===== config.mk =====
export PLATFORM = sky130hd
export DESIGN_NAME = fetch_stage_flat
export DESIGN_NICKNAME = d
export VERILOG_FILES = /design/src/rtl/fetch_stage_pkg.sv /design/src/rtl/fetch_stage_if.sv /design/src/rtl/fetch_stage_fifo.sv /design/src/rtl/fetch_stage.sv /design/src/flat_wrapper.sv
export SDC_FILE = /design/constraint.sdc
export NUM_CORES = 1
export LEC_CHECK = 0
export CAP_MARGIN = 20
export CORE_ASPECT_RATIO = 0.7
export CORE_MARGIN = 4
export CORE_UTILIZATION = 54
export DETAILED_ROUTE_END_ITERATION = 16
export GPL_TIMING_DRIVEN = 1
export PLACE_DENSITY = 0.77
export SLEW_MARGIN = 40
export SYNTH_ARGS = -nofsm -noshare
export SYNTH_HDL_FRONTEND = slang
export SYNTH_SLANG_ARGS = --single-unit

===== constraint.sdc =====
create_clock -name clk -period 4.15 [get_ports clk]
set_clock_uncertainty 0.1 [all_clocks]
set_input_delay 0.83 -clock clk [delete_from_list [all_inputs] [get_ports clk]]
set_output_delay 0.83 -clock clk [all_outputs]
set_load 0.02 [all_outputs]

===== src/rtl/fetch_stage_pkg.sv =====
// Shared definitions for the instruction fetch slice: word sizes, reset address
// and fetch state encoding.
package pc_one_defs;

  localparam int XLEN = 32;
  localparam int ILEN = 32;

  localparam logic [XLEN-1:0] DEFAULT_RESET_PC = 32'h0000_0000;

  typedef enum logic {
    ST_RUN  = 1'b0,
    ST_HALT = 1'b1
  } fetch_state_e;

  // Instruction addresses must sit on a 4-byte boundary.
  function automatic logic is_aligned(input logic [XLEN-1:0] pc);
    return (pc[1:0] == 2'b00);
  endfunction

endpackage


===== src/rtl/fetch_stage_if.sv =====
// Bundle of ROM, decode and redirect signals around the fetch stage.
// master = fetch stage, slave = surrounding ROM/decode/branch logic.
interface fetch_stage_if;
  import pc_one_defs::*;

  logic [XLEN-1:0] rom_pc;
  logic [ILEN-1:0] rom_instruction;
  logic            dec_valid;
  logic            dec_ready;
  logic [ILEN-1:0] dec_instr;
  logic [XLEN-1:0] dec_pc;
  logic            redirect_valid;
  logic [XLEN-1:0] redirect_pc;
  logic            halted;
  logic            misaligned;

  modport master (
    output rom_pc,
    input  rom_instruction,
    output dec_valid,
    input  dec_ready,
    output dec_instr,
    output dec_pc,
    input  redirect_valid,
    input  redirect_pc,
    output halted,
    output misaligned
  );

  modport slave (
    input  rom_pc,
    output rom_instruction,
    input  dec_valid,
    output dec_ready,
    input  dec_instr,
    input  dec_pc,
    output redirect_valid,
    output redirect_pc,
    input  halted,
    input  misaligned
  );

endinterface


===== src/rtl/fetch_stage_fifo.sv =====
// Show-ahead prefetch queue: head entry is visible on dout straight from storage.
// A push into a full queue is accepted when a pop happens in the same cycle.
module fetch_fifo #(
  parameter int DEPTH = 4,
  parameter int WIDTH = 64
) (
  input  logic                     clk,
  input  logic                     rst,
  input  logic                     push,
  input  logic                     pop,
  input  logic                     flush,
  input  logic [WIDTH-1:0]         din,
  output logic [WIDTH-1:0]         dout,
  output logic                     full,
  output logic                     empty,
  output logic [$clog2(DEPTH):0]   count
);

  localparam int AW = $clog2(DEPTH);

  logic [WIDTH-1:0] mem [DEPTH];
  logic [AW-1:0]    rd_ptr;
  logic [AW-1:0]    wr_ptr;
  logic [AW:0]      cnt;
  logic             do_push;
  logic             do_pop;

  assign empty   = (cnt == '0);
  assign full    = (cnt == (AW+1)'(DEPTH));
  assign count   = cnt;
  assign dout    = mem[rd_ptr];
  assign do_pop  = pop && !empty;
  assign do_push = push && (!full || do_pop);

  // Flush wins over everything; pointers wrap naturally since DEPTH is a power of two.
  always_ff @(posedge clk or posedge rst) begin
    if (rst) begin
      rd_ptr <= '0;
      wr_ptr <= '0;
      cnt    <= '0;
    end else if (flush) begin
      rd_ptr <= '0;
      wr_ptr <= '0;
      cnt    <= '0;
    end else begin
      if (do_push) wr_ptr <= wr_ptr + AW'(1);
      if (do_pop)  rd_ptr <= rd_ptr + AW'(1);
      case ({do_push, do_pop})
        2'b10:   cnt <= cnt + (AW+1)'(1);
        2'b01:   cnt <= cnt - (AW+1)'(1);
        default: cnt <= cnt;
      endcase
    end
  end

  always_ff @(posedge clk) begin
    if (do_push && !flush) mem[wr_ptr] <= din;
  end

endmodule


===== src/rtl/fetch_stage.sv =====
// Instruction fetch stage: sequential PC generation, prefetch queue feeding
// decode, redirect handling and a halt on misaligned redirect targets.
module fetch_stage
  import pc_one_defs::*;
#(
  parameter logic [XLEN-1:0] RESET_PC = DEFAULT_RESET_PC,
  parameter int              DEPTH    = 4
) (
  input  logic          clk,
  input  logic          rst,
  fetch_stage_if.master bus
);

  localparam int CW = $clog2(DEPTH) + 1;

  fetch_state_e     state;
  fetch_state_e     next_state;
  logic [XLEN-1:0]  fetch_pc;
  logic [XLEN-1:0]  next_pc;
  logic             misaligned_q;
  logic             next_misaligned;
  logic             enq;
  logic             pop;
  logic             flush;
  logic             fifo_full;
  logic             fifo_empty;
  logic [CW-1:0]    fifo_count;
  logic [XLEN+ILEN-1:0] fifo_dout;

  assign bus.rom_pc     = fetch_pc;
  assign bus.dec_valid  = (state == ST_RUN) && (fifo_count != '0);
  assign bus.dec_pc     = fifo_dout[XLEN+ILEN-1:ILEN];
  assign bus.dec_instr  = fifo_dout[ILEN-1:0];
  assign bus.halted     = (state == ST_HALT);
  assign bus.misaligned = misaligned_q;
  assign pop            = bus.dec_valid && bus.dec_ready;

  always_comb begin
    assert (fifo_empty == (fifo_count == '0));
  end

  always_ff @(posedge clk or posedge rst) begin
    if (rst) begin
      state        <= ST_RUN;
      fetch_pc     <= RESET_PC;
      misaligned_q <= 1'b0;
    end else begin
      state        <= next_state;
      fetch_pc     <= next_pc;
      misaligned_q <= next_misaligned;
    end
  end

  // A redirect always empties the queue; only an aligned target moves the PC,
  // a misaligned one parks the stage in HALT until reset.
  always_comb begin
    next_state      = state;
    next_pc         = fetch_pc;
    next_misaligned = misaligned_q;
    enq             = 1'b0;
    flush           = 1'b0;
    if (state == ST_RUN) begin
      if (bus.redirect_valid) begin
        flush = 1'b1;
        if (is_aligned(bus.redirect_pc)) begin
          next_pc = bus.redirect_pc;
        end else begin
          next_state      = ST_HALT;
          next_misaligned = 1'b1;
        end
      end else if ((fifo_count < CW'(DEPTH)) || pop) begin
        enq     = 1'b1;
        next_pc = fetch_pc + 32'd4;
      end
    end
  end

  fetch_fifo #(
    .DEPTH (DEPTH),
    .WIDTH (XLEN + ILEN)
  ) u_fifo (
    .clk   (clk),
    .rst   (rst),
    .push  (enq),
    .pop   (pop),
    .flush (flush),
    .din   ({fetch_pc, bus.rom_instruction}),
    .dout  (fifo_dout),
    .full  (fifo_full),
    .empty (fifo_empty),
    .count (fifo_count)
  );

  always_comb begin
    assert (!(enq && fifo_full && !pop));
  end

endmodule


===== src/flat_wrapper.sv =====
// flat-port wrapper written by rule: the top's interface ports become plain ports
module fetch_stage_flat import pc_one_defs::*;
#(
  parameter logic [XLEN-1:0] RESET_PC = DEFAULT_RESET_PC,
  parameter int              DEPTH    = 4
)
  (clk, rst, bus_rom_pc, bus_rom_instruction, bus_dec_valid, bus_dec_ready, bus_dec_instr, bus_dec_pc, bus_redirect_valid, bus_redirect_pc, bus_halted, bus_misaligned);
  fetch_stage_if bus_i ();
  input  logic clk;
  input  logic rst;
  output wire logic [$bits(bus_i.rom_pc)-1:0] bus_rom_pc;
  input wire logic [$bits(bus_i.rom_instruction)-1:0] bus_rom_instruction;
  output wire logic [$bits(bus_i.dec_valid)-1:0] bus_dec_valid;
  input wire logic [$bits(bus_i.dec_ready)-1:0] bus_dec_ready;
  output wire logic [$bits(bus_i.dec_instr)-1:0] bus_dec_instr;
  output wire logic [$bits(bus_i.dec_pc)-1:0] bus_dec_pc;
  input wire logic [$bits(bus_i.redirect_valid)-1:0] bus_redirect_valid;
  input wire logic [$bits(bus_i.redirect_pc)-1:0] bus_redirect_pc;
  output wire logic [$bits(bus_i.halted)-1:0] bus_halted;
  output wire logic [$bits(bus_i.misaligned)-1:0] bus_misaligned;
  assign bus_rom_pc = bus_i.rom_pc;
  assign bus_i.rom_instruction = bus_rom_instruction;
  assign bus_dec_valid = bus_i.dec_valid;
  assign bus_i.dec_ready = bus_dec_ready;
  assign bus_dec_instr = bus_i.dec_instr;
  assign bus_dec_pc = bus_i.dec_pc;
  assign bus_i.redirect_valid = bus_redirect_valid;
  assign bus_i.redirect_pc = bus_redirect_pc;
  assign bus_halted = bus_i.halted;
  assign bus_misaligned = bus_i.misaligned;
  fetch_stage #(.RESET_PC(RESET_PC), .DEPTH(DEPTH)) u_core (.clk(clk), .rst(rst), .bus(bus_i));
endmodule

==> results of run 1 <==
-- worst max-delay path, delay by kind of cell (launching register included) --
family                 cells  cell delay, ns
buffers and inverters      2            0.85
DFF                        1            0.75
muxes                      1            0.55
-- worst max path at each step --
stage	from	endpoint	depth (start not counted)
6_report	u_core.u_fifo.rd_ptr[0]$_DFFE_PP0P_	bus_dec_pc[21]	3
5_1_grt	u_core.u_fifo.rd_ptr[0]$_DFFE_PP0P_	bus_dec_pc[20]	3
4_1_cts	u_core.u_fifo.rd_ptr[0]$_DFFE_PP0P_	bus_dec_pc[22]	3
3_5_place_dp	bus_redirect_pc[1]	u_core.bus.rom_pc[23]$_DFFE_PP0P_	6
3_3_place_gp	bus_redirect_pc[1]	u_core.bus.rom_pc[23]$_DFFE_PP0P_	6
2_1_floorplan	bus_redirect_valid	u_core.u_fifo.mem[0][0]$_DFFE_PP_	3
-- sequential cells by signal, indices dropped and copies added (netlist names) --
register,count
u_core.u_fifo.mem,256
u_core.bus.rom_pc,32
u_core.u_fifo.count,3
u_core.u_fifo.rd_ptr,2
u_core.u_fifo.wr_ptr,2
u_core.bus.halted,1
u_core.bus.misaligned,1
-- Yosys cell counts (all sizes together) (4+ instances only) --
| cell | number | area share |
|---|---|---|
| dfrtp | 41 | 0.087 |
| nor2 | 28 | 0.0091 |
| a21oi | 26 | 0.011 |
| nand4 | 8 | 0.0055 |
| nor3 | 13 | 0.0055 |
| nand3 | 20 | 0.0085 |
| nand2 | 17 | 0.0054 |
| and3 | 13 | 0.0073 |
| a311oi | 4 | 0.0030 |
| nor4 | 5 | 0.0039 |
| buf | 17 | 0.0075 |
| inv | 7 | 0.0022 |
| mux4 | 64 | 0.12 |
| edfxtp | 256 | 0.65 |
| ha | 5 | 0.0053 |
| o22ai | 6 | 0.0032 |
| clkbuf | 16 | 0.0051 |
| o21ai | 28 | 0.013 |
-- through the flow --
step           instances  total power, mW  utilization  area, um2  hold slack [ns]
6_report            1107             7.28        0.700      14800            0.364
5_1_grt             1107             7.58        0.700      14800            0.379
4_1_cts             1107             7.35        0.700      14800            0.371
3_5_place_dp        1055             4.86        0.657      13900            0.357
3_3_place_gp        1055             4.83        0.656      13800            0.362
2_1_floorplan        634             4.24            -      11800            0.415
-- power breakdown --
part	switching [mW]	internal (mW)	total, mW
clock	1.05	1.45	2.50
combinational	0.574	0.682	1.26
sequential	0.200	3.33	3.53
-- per-layer routing --
metal | routed length (um) | up-vias | share of wire
li1 | - | 2954 | -
met1 | 11300 | 3492 | 0.43
met2 | 12200 | 351 | 0.46
met3 | 2250 | 47 | 0.085
met4 | 531 | 0 | 0.020
met5 | 0 | - | 0
-- final cells by class --
type,instances,area [um2]
Sequential cell,297,8720
Fill cell,1332,6320
Multi-Input combinational cell,296,2940
Timing Repair Buffer,178,1820
Clock buffer,35,737
Tap cell,276,345
Clock inverter,17,173
Inverter,8,30.0
-- cell families (layout without fill, tap and decap cells) --
logic type,count (synthesis),after routing,share of synthesized area
buffers and inverters,41,238,0.0152
muxes,68,68,0.126
AOI/OAI and AO/OA,95,95,0.0520
xor gates and xnor gates,2,2,0.00149
DFF,297,297,0.740
and+or+nand+nor,125,125,0.0589
adders and majority gates,6,6,0.00701
-- cells in the final DEF (no fill, tap or decap), drive strengths merged, types with 4 or more instances in the layout --
master,synthesis,routed
edfxtp,256,256
a311oi,4,4
clkdlybuf4s50,0,165
o21ai,28,28
nor4,5,5
and3,13,13
nand4,8,8
clkinv,1,14
nand3,20,20
nor2,28,28
o22ai,6,6
clkbuf,16,35
inv,7,6
buf,17,13
nor3,13,13
a21oi,26,26
dfrtp,41,41
ha,5,5
mux4,64,64
nand2,17,17
==> metrics, run 1 <==
result of the run=finished clean; count of clock tree sinks=297; most utilized layer in the global route result=met2; number of inserted diodes=0; CP max-delay cell=sky130_fd_sc_hd__dfrtp_4; TritonCTS clock tree=yes; startpoint of the worst hold path=u_core.bus.misaligned$_DFFE_PP0P_; leakage power summed over all cells=4.82 nW; via-per-instance ratio=6.18; warning count from the yosys run=0; share of the cycle needed by the critical path after routing=0.879; antenna violations before repair=0; fraction of registers with async set or reset after synthesis=0.138; number of hold buffers added after cts=0; Reg2Reg Setup Slack=1.66 ns; crit path capture type=primary output; setup repair after global routing missed its margin=no; Critical Path Fanout Max=24; post-detailed-route count of antenna-violating nets=0; sequential-to-total area share from yosys stat=0.740; Required @ worst endpoint=3.22 ns; vias in the first global route=6,942; timing-limited maximum frequency=274 MHz; critical path arrival=2.72 ns; fin. max-slew vios=0; P per Cell Area=493 nW/um2; pin count of the biggest net entering global routing=49; type of the tightest min-delay check=flop to flop; Starting Density=0.559; slowest cell delay on critical path=0.75 ns; shortest period the worst path allows=3.65 ns; clock transition at the registers of the reported paths=0.06 ns; slew margin rel.=0.503; Worst Path Class, Setup=flop to primary output; cell breakdown of the critical path=buf_12, mux4_2, clkdlybuf4s50_1; Worst R2R End=u_core.bus.rom_pc[23]$_DFFE_PP0P_; detail-routed net length per standard cell=23.8 um; Chip Height=132 um; total of flip-flops plus latches after synthesis=297; count of final setup violators=0; Mean Syn Cell Area=18.6 um2; transition at the pin with the smallest max-transition slack=0.740 ns; H-tree level count=1; launching element type of the critical path=flop; GR Layer Usage met2=0.333; master cell of the clock root buffer=sky130_fd_sc_hd__clkbuf_16; endpoint of the worst hold path=u_core.bus.misaligned$_DFFE_PP0P_; met3 demand-to-capacity share in global routing=0.0442; layout overhead on the synthesized area=25.3%; total via count after detailed routing=6,844; gate count after technology mapping=634; cell area after technology mapping=11,800 um2; first-iteration detailed-routing DRC count=740; number of placement rows=44; Final Worst Setup Slack=0.503 ns; area of the core=21,100 um2; Die ar.=24,300 um2; count of final hold-check violations=0; total DRC errors in the routed layout=0; worst r2r src=u_core.bus.halted$_DFF_PP0_; worst supply voltage drop on vdd=370 uV; summed negative setup slack over all endpoints=0 ns; leftover overflow at the end of global routing=0; Placement Setup Slack=0.924 ns; wire length of the first global-routing pass=40,600 um; number of nets in the layout=883; Total GRT Usage=0.215; M1 GR Usage=0.324; Inserted Clock Buffers=28; worst-skew pair later-pin latency=0.54 ns; max-capacitance violation count=0; number of flops mapped to enable cells by yosys=256; post-DP HPWL=16,600 um; maximum clock path buffer count=3; I/O pin cnt=167; ratio of cells with drive above 1 in the final layout=0.164; PostCTS Resize Cnt=0; Min-Delay Path Depth=1; count of input and output buffers=166; Routed Wire Length=26,300 um; Routability Congestion=0.855; post-synth cell types=63; buffers inserted during post-CTS setup optimization=0; number of nets produced by synthesis=708; detailed-router iteration count before antenna repair=5; reg2reg path depth=5; overall die width=185 um; leading register cell type out of synthesis=sky130_fd_sc_hd__edfxtp_1
Note: power is estimated with default switching activity, not from simulation.
==> run 2, diff against run 1 <==
Settings changed: REMOVE_ABC_BUFFERS set to 1.
==> metrics, run 2 (synthesis results as in run 1) <==
most frequent cells in the layout=sky130_fd_sc_hd__edfxtp_1, sky130_fd_sc_hd__clkdlybuf4s50_1, sky130_fd_sc_hd__mux4_2; H-tree level count=1 (unchanged); Inserted Clock Buffers=28 (unchanged); buffers inserted during post-CTS setup optimization=0 (unchanged); type of the tightest min-delay check=flop to flop; endpoint of the worst hold path=u_core.bus.misaligned$_DFFE_PP0P_; antenna violations before repair=0 (unchanged); reg2reg path depth=6 (+1); slowest cell delay on critical path=0.64 ns (-0.11 ns); maximum clock path buffer count=3 (unchanged); Most flops, register=u_core.u_fifo.mem; detailed-router iteration count before antenna repair=5 (unchanged); setup repair after global routing missed its margin=no; post-detailed-route count of antenna-violating nets=0 (unchanged); total via count after detailed routing=6,773 (-1.0%); Total GRT Usage=0.211 (-0.00405); max-capacitance violation count=0 (unchanged); Chip Height=132 um (unchanged); count of input and output buffers=166 (unchanged); worst r2r src=u_core.bus.rom_pc[2]$_DFFE_PP0P_; master cell of the clock root buffer=sky130_fd_sc_hd__clkbuf_16; Starting Density=0.559 (unchanged); worst supply voltage drop on vdd=383 uV (+3.5%); placed cell area=13,800 um2 (about the same); area of the core=21,100 um2 (unchanged); TritonCTS clock tree=yes; P per Cell Area=498 nW/um2 (+0.99%); most common cell after layout, fill and taps aside=sky130_fd_sc_hd__edfxtp_1; overall die width=185 um (unchanged); leftover overflow at the end of global routing=0 (unchanged); Final Worst Setup Slack=0.498 ns (-0.00503 ns); cell breakdown of the critical path=buf_12, mux4_2, clkdlybuf4s50_1; crit path capture type=primary output; summed negative setup slack over all endpoints=0 ns (unchanged); number of nets in the layout=884 (+0.11%); total of fill cells in the finished design=1,315 (-1.3%); number of placement rows=44 (unchanged); leakage power summed over all cells=4.84 nW (+0.47%); fin. max-slew vios=0 (unchanged); detail-routed net length per standard cell=23.3 um (-2.1%); critical path arrival=2.72 ns (about the same); first-iteration detailed-routing DRC count=751 (+1.5%); Worst R2R End=u_core.bus.rom_pc[26]$_DFFE_PP0P_; wire length of the first global-routing pass=40,000 um (-1.4%); total power consumption of the routed design=7.38 mW (+1.3%); post-DP HPWL=16,300 um (-1.6%); Die ar.=24,300 um2 (unchanged); transition at the pin with the smallest max-transition slack=0.770 ns (+0.0294 ns); count of final hold-check violations=0 (unchanged); Required @ worst endpoint=3.22 ns (about the same); shortest period the worst path allows=3.65 ns (+0.00503 ns); layout overhead on the synthesized area=25.7%; startpoint of the worst hold path=u_core.bus.misaligned$_DFFE_PP0P_; vias in the first global route=6,712 (-3.3%); clock transition at the registers of the reported paths=0.06 ns (about the same); result of the run=finished clean; launching element type of the critical path=flop; via-per-instance ratio=6.11 (-1.1%); count of clock tree sinks=297 (unchanged); timing-limited maximum frequency=274 MHz (-0.14%); ratio of cells with drive above 1 in the final layout=0.175 (+0.0118); count of final setup violators=0 (unchanged); Critical Path Fanout Max=40 (+67%); Reg2Reg Setup Slack=1.62 ns (-0.04 ns); total DRC errors in the routed layout=0 (unchanged); worst-skew pair later-pin latency=0.54 ns (about the same); PostCTS Resize Cnt=0 (unchanged); share of the cycle needed by the critical path after routing=0.880 (+0.00121); slew margin rel.=0.486 (-0.0176); max reg flops=256 (unchanged); number of hold buffers added after cts=0 (unchanged); final design area excluding fillers=14,800 um2 (+0.29%); Routed Wire Length=25,800 um (-2.0%); Worst Path Class, Setup=flop to primary output; CP max-delay cell=sky130_fd_sc_hd__dfrtp_4; I/O pin cnt=167 (unchanged); Routability Congestion=0.842 (-1.4%); Placement Setup Slack=0.895 ns (-0.0285 ns); Min-Delay Path Depth=1 (unchanged); number of inserted diodes=0 (unchanged); pin count of the biggest net entering global routing=45 (-8.2%)
-- run 2: metrics by stage --
step	hold WS, ns	util	std cells
after floorplan	0.415	-	601
after global placement	0.353	0.656	1056
after detailed placement	0.351	0.656	1056
after CTS	0.376	0.702	1108
after global routing	0.394	0.702	1108
final	0.372	0.702	1108
-- run 2: worst max-delay path by stage --
stage,from,to,slack [ns],cells after the start
after floorplan,u_core.u_fifo.rd_ptr[0]$_DFFE_PP0P_,bus_dec_instr[0],-0.11,1
after global placement,bus_dec_ready,u_core.u_fifo.count[1]$_DFFE_PP0P_,1.01,5
after detailed placement,bus_dec_ready,u_core.u_fifo.count[1]$_DFFE_PP0P_,0.90,5
after CTS,u_core.u_fifo.rd_ptr[0]$_DFFE_PP0P_,bus_dec_instr[2],0.43,3
after global routing,u_core.u_fifo.rd_ptr[0]$_DFFE_PP0P_,bus_dec_instr[20],0.33,3
final,u_core.u_fifo.rd_ptr[0]$_DFFE_PP0P_,bus_dec_instr[20],0.50,3
-- run 2: critical path, delay by kind of cell (launching register included) --
kind / cells / cell delay, ns
buf+inv: 2 / 0.90
flops: 1 / 0.64
mux: 1 / 0.58
-- run 2: final cells by class --
class	count	area (um2)	area share
clock buffer	34	773	0.0522
clock inverter	18	191	0.0129
inverter	8	32.5	0.00220
multi-input combinational	296	2910	0.197
sequential	297	8720	0.589
tap	276	345	0.0233
timing repair buffer	179	1830	0.124
-- run 2: per-layer routing --
metal | vias up | track usage | share of wire
met5 | - | 0 | 0
met4 | 0 | 0.0406 | 0.020
met3 | 46 | 0.0401 | 0.088
met2 | 371 | 0.324 | 0.47
met1 | 3402 | 0.326 | 0.43
li1 | 2954 | - | -
-- run 2: power breakdown --
part / total [mW] / leakage (nW) / switching (mW) / internal (mW)
Clock: 2.61 / 0.467 / 1.08 / 1.52
Sequential: 3.51 / 2.84 / 0.176 / 3.33
Combinational: 1.26 / 1.54 / 0.587 / 0.678
Total: 7.38 / 4.84 / 1.85 / 5.53
